### src/rtl/if_fetch_if.sv
// Fetch-stage bundle: the byte-wide memory read port, the IF/ID handshake
// (stall) and the redirect request, all grouped so the fetch unit and its
// environment connect through one port.
interface if_fetch_if #(
  parameter int ADDR_W = 32,
  parameter int INST_W = 32
);
  logic              stall_i;
  logic              branch_en_i;
  logic [ADDR_W-1:0] branch_target_i;
  logic              mem_req_o;
  logic [ADDR_W-1:0] mem_addr_o;
  logic [7:0]        mem_rdata_i;
  logic              mem_valid_i;
  logic [ADDR_W-1:0] if_pc;
  logic [INST_W-1:0] if_inst;
  logic              if_valid;

  // Fetch unit side
  modport master (
    input  stall_i, branch_en_i, branch_target_i, mem_rdata_i, mem_valid_i,
    output mem_req_o, mem_addr_o, if_pc, if_inst, if_valid
  );

  // Memory / pipeline side
  modport slave (
    output stall_i, branch_en_i, branch_target_i, mem_rdata_i, mem_valid_i,
    input  mem_req_o, mem_addr_o, if_pc, if_inst, if_valid
  );
endinterface

### src/rtl/if_fetch.sv
// Instruction fetch unit: assembles a 4-byte little-endian instruction from a
// byte-wide memory, presents it to the IF/ID register, and handles stalls
// and redirects. A redirect always wins, discarding any byte accepted in the
// same cycle.
module if_fetch #(
  parameter int ADDR_W = 32,
  parameter int INST_W = 32
) (
  input logic       clk,
  input logic       rst,
  if_fetch_if.master bus
);

  typedef enum logic {
    FETCH = 1'b0,
    OUT   = 1'b1
  } state_t;

  state_t            state;
  logic [ADDR_W-1:0] pc;
  logic [1:0]        k;
  logic [23:0]       byte_buf;

  // Memory request is a pure function of the registered state
  assign bus.mem_req_o  = (state == FETCH);
  assign bus.mem_addr_o = (state == FETCH) ? (pc + ADDR_W'(k)) : pc;

  // Fetch/present state machine with byte assembly and redirect handling
  always_ff @(posedge clk or posedge rst) begin
    if (rst) begin
      state       <= FETCH;
      pc          <= '0;
      k           <= 2'd0;
      byte_buf    <= 24'd0;
      bus.if_pc    <= '0;
      bus.if_inst  <= '0;
      bus.if_valid <= 1'b0;
    end else if (bus.branch_en_i) begin
      state        <= FETCH;
      pc           <= {bus.branch_target_i[ADDR_W-1:2], 2'b00};
      k            <= 2'd0;
      bus.if_valid <= 1'b0;
    end else begin
      case (state)
        FETCH: begin
          if (bus.mem_valid_i) begin
            k <= k + 2'd1;
            case (k)
              2'd0: byte_buf[7:0]   <= bus.mem_rdata_i;
              2'd1: byte_buf[15:8]  <= bus.mem_rdata_i;
              2'd2: byte_buf[23:16] <= bus.mem_rdata_i;
              default: begin
                state        <= OUT;
                bus.if_pc    <= pc;
                bus.if_inst  <= INST_W'({bus.mem_rdata_i, byte_buf});
                bus.if_valid <= 1'b1;
              end
            endcase
          end
        end
        OUT: begin
          if (!bus.stall_i) begin
            state        <= FETCH;
            pc           <= pc + ADDR_W'(4);
            k            <= 2'd0;
            bus.if_valid <= 1'b0;
          end
        end
        default: state <= FETCH;
      endcase
    end
  end

endmodule

### src/flat_wrapper.sv
// flat-port wrapper written by rule: the top's interface ports become plain ports
module if_fetch_flat 
#(
  parameter int ADDR_W = 32,
  parameter int INST_W = 32
)
  (clk, rst, bus_stall_i, bus_branch_en_i, bus_branch_target_i, bus_mem_rdata_i, bus_mem_valid_i, bus_mem_req_o, bus_mem_addr_o, bus_if_pc, bus_if_inst, bus_if_valid);
  if_fetch_if #(.ADDR_W(ADDR_W), .INST_W(INST_W)) bus_i ();
  input logic clk;
  input logic rst;
  input wire logic [$bits(bus_i.stall_i)-1:0] bus_stall_i;
  input wire logic [$bits(bus_i.branch_en_i)-1:0] bus_branch_en_i;
  input wire logic [$bits(bus_i.branch_target_i)-1:0] bus_branch_target_i;
  input wire logic [$bits(bus_i.mem_rdata_i)-1:0] bus_mem_rdata_i;
  input wire logic [$bits(bus_i.mem_valid_i)-1:0] bus_mem_valid_i;
  output wire logic [$bits(bus_i.mem_req_o)-1:0] bus_mem_req_o;
  output wire logic [$bits(bus_i.mem_addr_o)-1:0] bus_mem_addr_o;
  output wire logic [$bits(bus_i.if_pc)-1:0] bus_if_pc;
  output wire logic [$bits(bus_i.if_inst)-1:0] bus_if_inst;
  output wire logic [$bits(bus_i.if_valid)-1:0] bus_if_valid;
  assign bus_i.stall_i = bus_stall_i;
  assign bus_i.branch_en_i = bus_branch_en_i;
  assign bus_i.branch_target_i = bus_branch_target_i;
  assign bus_i.mem_rdata_i = bus_mem_rdata_i;
  assign bus_i.mem_valid_i = bus_mem_valid_i;
  assign bus_mem_req_o = bus_i.mem_req_o;
  assign bus_mem_addr_o = bus_i.mem_addr_o;
  assign bus_if_pc = bus_i.if_pc;
  assign bus_if_inst = bus_i.if_inst;
  assign bus_if_valid = bus_i.if_valid;
  if_fetch #(.ADDR_W(ADDR_W), .INST_W(INST_W)) u_core (.clk(clk), .rst(rst), .bus(bus_i));
endmodule
### config.mk
export PLATFORM = sky130hd
export DESIGN_NAME = if_fetch_flat
export DESIGN_NICKNAME = d
export VERILOG_FILES = /design/src/rtl/if_fetch_if.sv /design/src/rtl/if_fetch.sv /design/src/flat_wrapper.sv
export SDC_FILE = /design/constraint.sdc
export NUM_CORES = 1
export LEC_CHECK = 0
export BUFFER_PORTS_ARGS = -buffer_cell sky130_fd_sc_hd__buf_2
export CORE_MARGIN = 1.5
export CORE_UTILIZATION = 47
export CTS_CLUSTER_DIAMETER = 200
export DETAILED_ROUTE_END_ITERATION = 8
export PLACE_DENSITY = 0.75
export SYNTH_ARGS = -nofsm -noshare
export SYNTH_HDL_FRONTEND = slang
export SYNTH_SLANG_ARGS = --single-unit
### constraint.sdc
create_clock -name clk -period 4.11 [get_ports clk]
set_clock_uncertainty 0.2 [all_clocks]
set_input_delay 0.822 -clock clk [delete_from_list [all_inputs] [get_ports clk]]
set_output_delay 0.822 -clock clk [all_outputs]
set_load 0.01 [all_outputs]
* Word level (Yosys, flattened, before mapping) *
Cells that the tools add are included.

word-level totals
  logic and storage cells = 49
  input port bits = 45
  register bits = 124

cells by class
  bitwise gates (word level) = 3
  reduce and logical (&&, ||, !) cells = 10
  $add $sub $neg = 3
  eq/ne operators = 6
  multiplexer cells = 18

operators with widths
  cell                                           count
  two-way mux 32 bit                             4
  adder 32 x 2 -> 32 bit                         1
  adder 32 x 3 -> 32 bit, second input constant  1
  AND reduction 4 bit                            4
  != test 3 bit, second input constant           3
  two-way mux 1 bit                              8
  two-way mux 2 bit                              3
  case mux 1 bit (2 select lines)                2
  case mux 2 bit (2 select lines)                1
  AND reduction 2 bit                            2
  NOT 1 bit                                      3
  AND reduction 3 bit                            1
  OR reduction 3 bit                             1
  adder 2 x 1 -> 2 bit, second input constant    1
  == test 2 x 1 -> 1 bit, second input constant  1
  == test 2 bit, second input constant           1
  logical NOT 2 bit                              1
  != test 2 x 1 -> 1 bit, second input constant  1
  nonzero test 2 bit                             1

* Longest topological paths before layout *
  depth after elaboration = 6
  mapped depth = 6

* Least setup slack after synthesis *
No wires, ideal clock.

  kind = input to register
  start = input port bus_stall_i
  end = register u_core.pc[29]
  required time = 3.828 ns
  data arrival time = 1.995 ns
  path slack = 1.833 ns
  path buffers = 1
  cell stages on the path = 5
  library setup time = 0.082 ns
  path through = and4b_1 buf_2 nand4_2 or4b_1 a31oi_1

on the way
  longest elaborated chain between the ends = 2

RTL lines
  what                              RTL line            source
  start, declared                   flat_wrapper.sv:11  input wire logic [$bits(bus_i.stall_i)-1:0] bus_stall_i;
  != test 2 x 1 -> 1 bit (no line)  n/a
  AND reduction 2 bit (no line)     n/a
  end signal, assigned              if_fetch.sv:40      pc <= {bus.branch_target_i[ADDR_W-1:2], 2'b00};
  end signal, assigned              if_fetch.sv:64      pc <= pc + ADDR_W'(4);
  end, declared                     if_fetch.sv:20      logic [ADDR_W-1:0] pc;

No other way between the ends.
A chain may end at the register's enable or synchronous reset.

* Worst setup path after layout *
  start = register u_core.pc[2]
  end = register u_core.pc[22]

on the way
  longest elaborated chain between the ends = 4

RTL lines
  what                    RTL line        source
  adder 32 x 3 -> 32 bit  if_fetch.sv:64
  two-way mux 32 bit      if_fetch.sv:62  if (!bus.stall_i) begin
  two-way mux 32 bit      if_fetch.sv:44  case (state)
  two-way mux 32 bit      if_fetch.sv:38  end else if (bus.branch_en_i) begin

No other way between the ends. The select of a mux whose other input is x is not followed.

==> results by group <==
Setup path
  • Crit path required time: 4250 ps
  • Crit end category: flop
  • CP max stage delay: 740 ps
  • Worst EP arrival: 2860 ps
  • Worst path buffer plus inverter count: 0
  • Crit-path cells: ha_1 -> and4b_1 -> nand4_1 -> or4_2 -> a31oi_1
  • Crit-path leading delay family: simple AND/OR/NAND/NOR gates
  • Crit path max-delay cell type: or4_2
  • Worst-path fanout max: 16
  • Critical Path Start Type: flop
  • Setup CP Type: flop to flop

Placed design
  • Buffers on Ports: 138
  • Hpwl dp: 7740 microns
  • Gpl congestion: 0.783
  • DP Worst Slack: 1100 ps
  • Dpl cells: 673

Routing
  • DRC viols: 0
  • Vias per cell: 5.40
  • DR WL/cell: 16.5 microns
  • 1st-iter DRT viols: 154
  • Detailed Route WL: 11600 microns
  • Final ANT Viol Nets: 0
  • Via count: 3805
  • 1st-pass router iterations: 4

Logic synthesis
  • YS warnings: 0
  • Synth area leader: dfrtp_1
  • Mux contribution to synthesized area: 18.3%
  • Yosys reg bits: 120
  • Mean Syn Cell Area: 12.0 sq um
  • Largest family of logic cells by synthesized area: multiplexers
  • Adder-cell share of the synthesized area: 1.17%
  • Post-synthesis xor/xnor area fraction: 2.14%
  • Sequential cell area fraction in the yosys report: 56.3%
  • Async set or reset register ratio after synthesis: 100%
  • Post-synth EDFFs: 0
  • Ys flop type: dfrtp_1
  • Synth Area in Simple Gates: 11.9%
  • Ranking of synthesized cells by area: dfrtp_1, mux2_2, clkbuf_1
  • Compound-gate portion of the synthesized area: 5.14%
  • Count leader, synth: dfrtp_1
  • Yosys top cell area share: 56.3%
  • Post-Synthesis Cells: 445
  • Syn Std Cell Area: 0.00533 sq mm
  • Distinct cells, synth: 41
  • Commonest cells in the netlist: dfrtp_1, mux2_2, clkbuf_1

Power and ir drop
  • Pleak: 3.29 nW
  • Power density over the cells: 519 mW/mm^2
  • Maximum VDD drop: 0.270 mV

Die
  • Die area: 0.0120 sq mm
  • Rows: 38
  • Core area: 0.0109 sq mm
  • Chip width: 110 microns
  • Ports: 143
  • Initial Utilization: 48.8%
  • Die height: 110 microns

GRT
  • First-pass GRT wire length: 18600 microns
  • Vias in the first global route: 3724
  • Initial antenna violation count: 0
  • Gr ovfl total: 0
  • Largest net degree at the start of global routing: 73
  • GRT Overall Usage: 20.7%

Timing
  • # setup viols final: 0
  • Fmax: 367 MHz
  • Final period utilization: 66.2%
  • Worst-Margin Slew: 821 ps
  • Setup TNS: 0 ps
  • Pins Over Slew Limit: 0
  • RSZ-0062 raised after global routing: no
  • Minimum clock period: 2720 ps
  • Hold_ws: 259 ps
  • Worst Slack Setup Final: 1390 ps
  • Max_slew headroom: 45.3%
  • Final Hold Viols: 0

Clock tree
  • TritonCTS Buffers: 17
  • Cts hold-fix bufs: 0
  • Clock root buffer: clkbuf_16
  • Setup Buffers After CTS: 0
  • CTS resizes: 0
  • CTS tree: built
  • Clock Path Buffers: 2
  • Clk slew on worst S/H paths: 50 ps
  • Clock Sinks: 120
  • Clock Latency Late Sink: 420 ps
  • H-tree depth: 4

Run status
  • Status: finished, final reports clean

Layout
  • Nets: 602
  • Layout cells sized above 1: 46.9%
  • Synth-to-layout area growth: 24.4%
  • Post-route non-filler standard cell count: 705
  • Ant diodes: 0

Hold path
  • HP Class: input pin to async pin

Run
  • Max Cap Violations: 0
## stage by stage
step	area, sq um	utilization (%)	power, mW
3_3_place_gp	6020	55.1	1.92
6_report	6640	60.7	3.44
3_5_place_dp	6020	55.1	1.95
5_1_grt	6640	60.7	3.58
4_1_cts	6640	60.7	3.47
2_1_floorplan	5340	-	1.76
## power breakdown
part	leakage, nW	switching [mW]	internal [mW]
sequential	1.55	0.117	1.36
combinational	1.45	0.215	0.230
clock	0.293	0.507	1.01
## routing by layer
metal	vias up	global-route usage, %	wire length, microns
li1	1776	-	-
met1	1895	26.4	5130
met2	118	32.4	5550
met3	16	6.34	711
met4	0	9.18	215
met5	-	0	0
## flip-flops by register name, summed over array words and instances (netlist names)
signal,flops
u_core.k,2
u_core.byte_buf,24
u_core.pc,30
u_core.bus.if_inst,32
u_core.state,1
u_core.bus.if_valid,1
u_core.bus.if_pc,30
## path summary, 6_finish.rpt
check / start / end / slack, ps / cells past startpoint
setup / recovery: u_core.pc[2] / u_core.pc[22] / 1390 / 5
hold / removal: rst / u_core.bus.if_pc[22] / 260 / 2
setup reg to reg: u_core.pc[2] / u_core.pc[22] / 1390 / 5
hold reg to reg: u_core.bus.if_inst[27] / u_core.bus.if_inst[27] / 300 / 1
max in group asynchronous: rst / u_core.k[0] / 2700 / 3
min in group clk: u_core.bus.if_inst[27] / u_core.bus.if_inst[27] / 300 / 1
## cells in the final DEF (no fill, tap or decap), drive strengths merged, types with 4 or more instances in the layout
cell type,Yosys,layout
buf,12,143
dfrtp,120,120
mux2,86,86
nand2,31,31
clkbuf,43,25
nor2,16,16
nand3,15,15
o21ai,15,15
nand4,15,15
or4,14,14
xor2,11,11
o211ai,8,8
a31oi,7,7
inv,7,6
o31ai,5,5
ha,5,5
and4,5,5
and3,4,4
## cells by family (layout without fill, tap and decap cells)
kind of cell | after synthesis | after routing
xor+xnor | 13 | 13
other cells | 1 | 2
mux | 87 | 87
simple gates | 113 | 113
flops | 120 | 120
fa+ha+maj | 5 | 5
buf+inv | 63 | 182
compound gates | 43 | 43
## worst register-to-register path, cell delays in order, from the launching register on
cell and delay, ps:
dfrtp_1 420, ha_1 250, and4b_1 310, nand4_1 530
or4_2 750, a31oi_1 180
## area by class of cell
class	instances	area, sq um
Sequential cell	120	3000
Fill cell	919	4300
Timing Repair Buffer	143	741
Clock inverter	7	115
Clock buffer	25	495
Tap cell	140	175
Multi-Input combinational cell	263	2080
Inverter	7	30.0
Note: power is estimated with default switching activity, not from simulation.
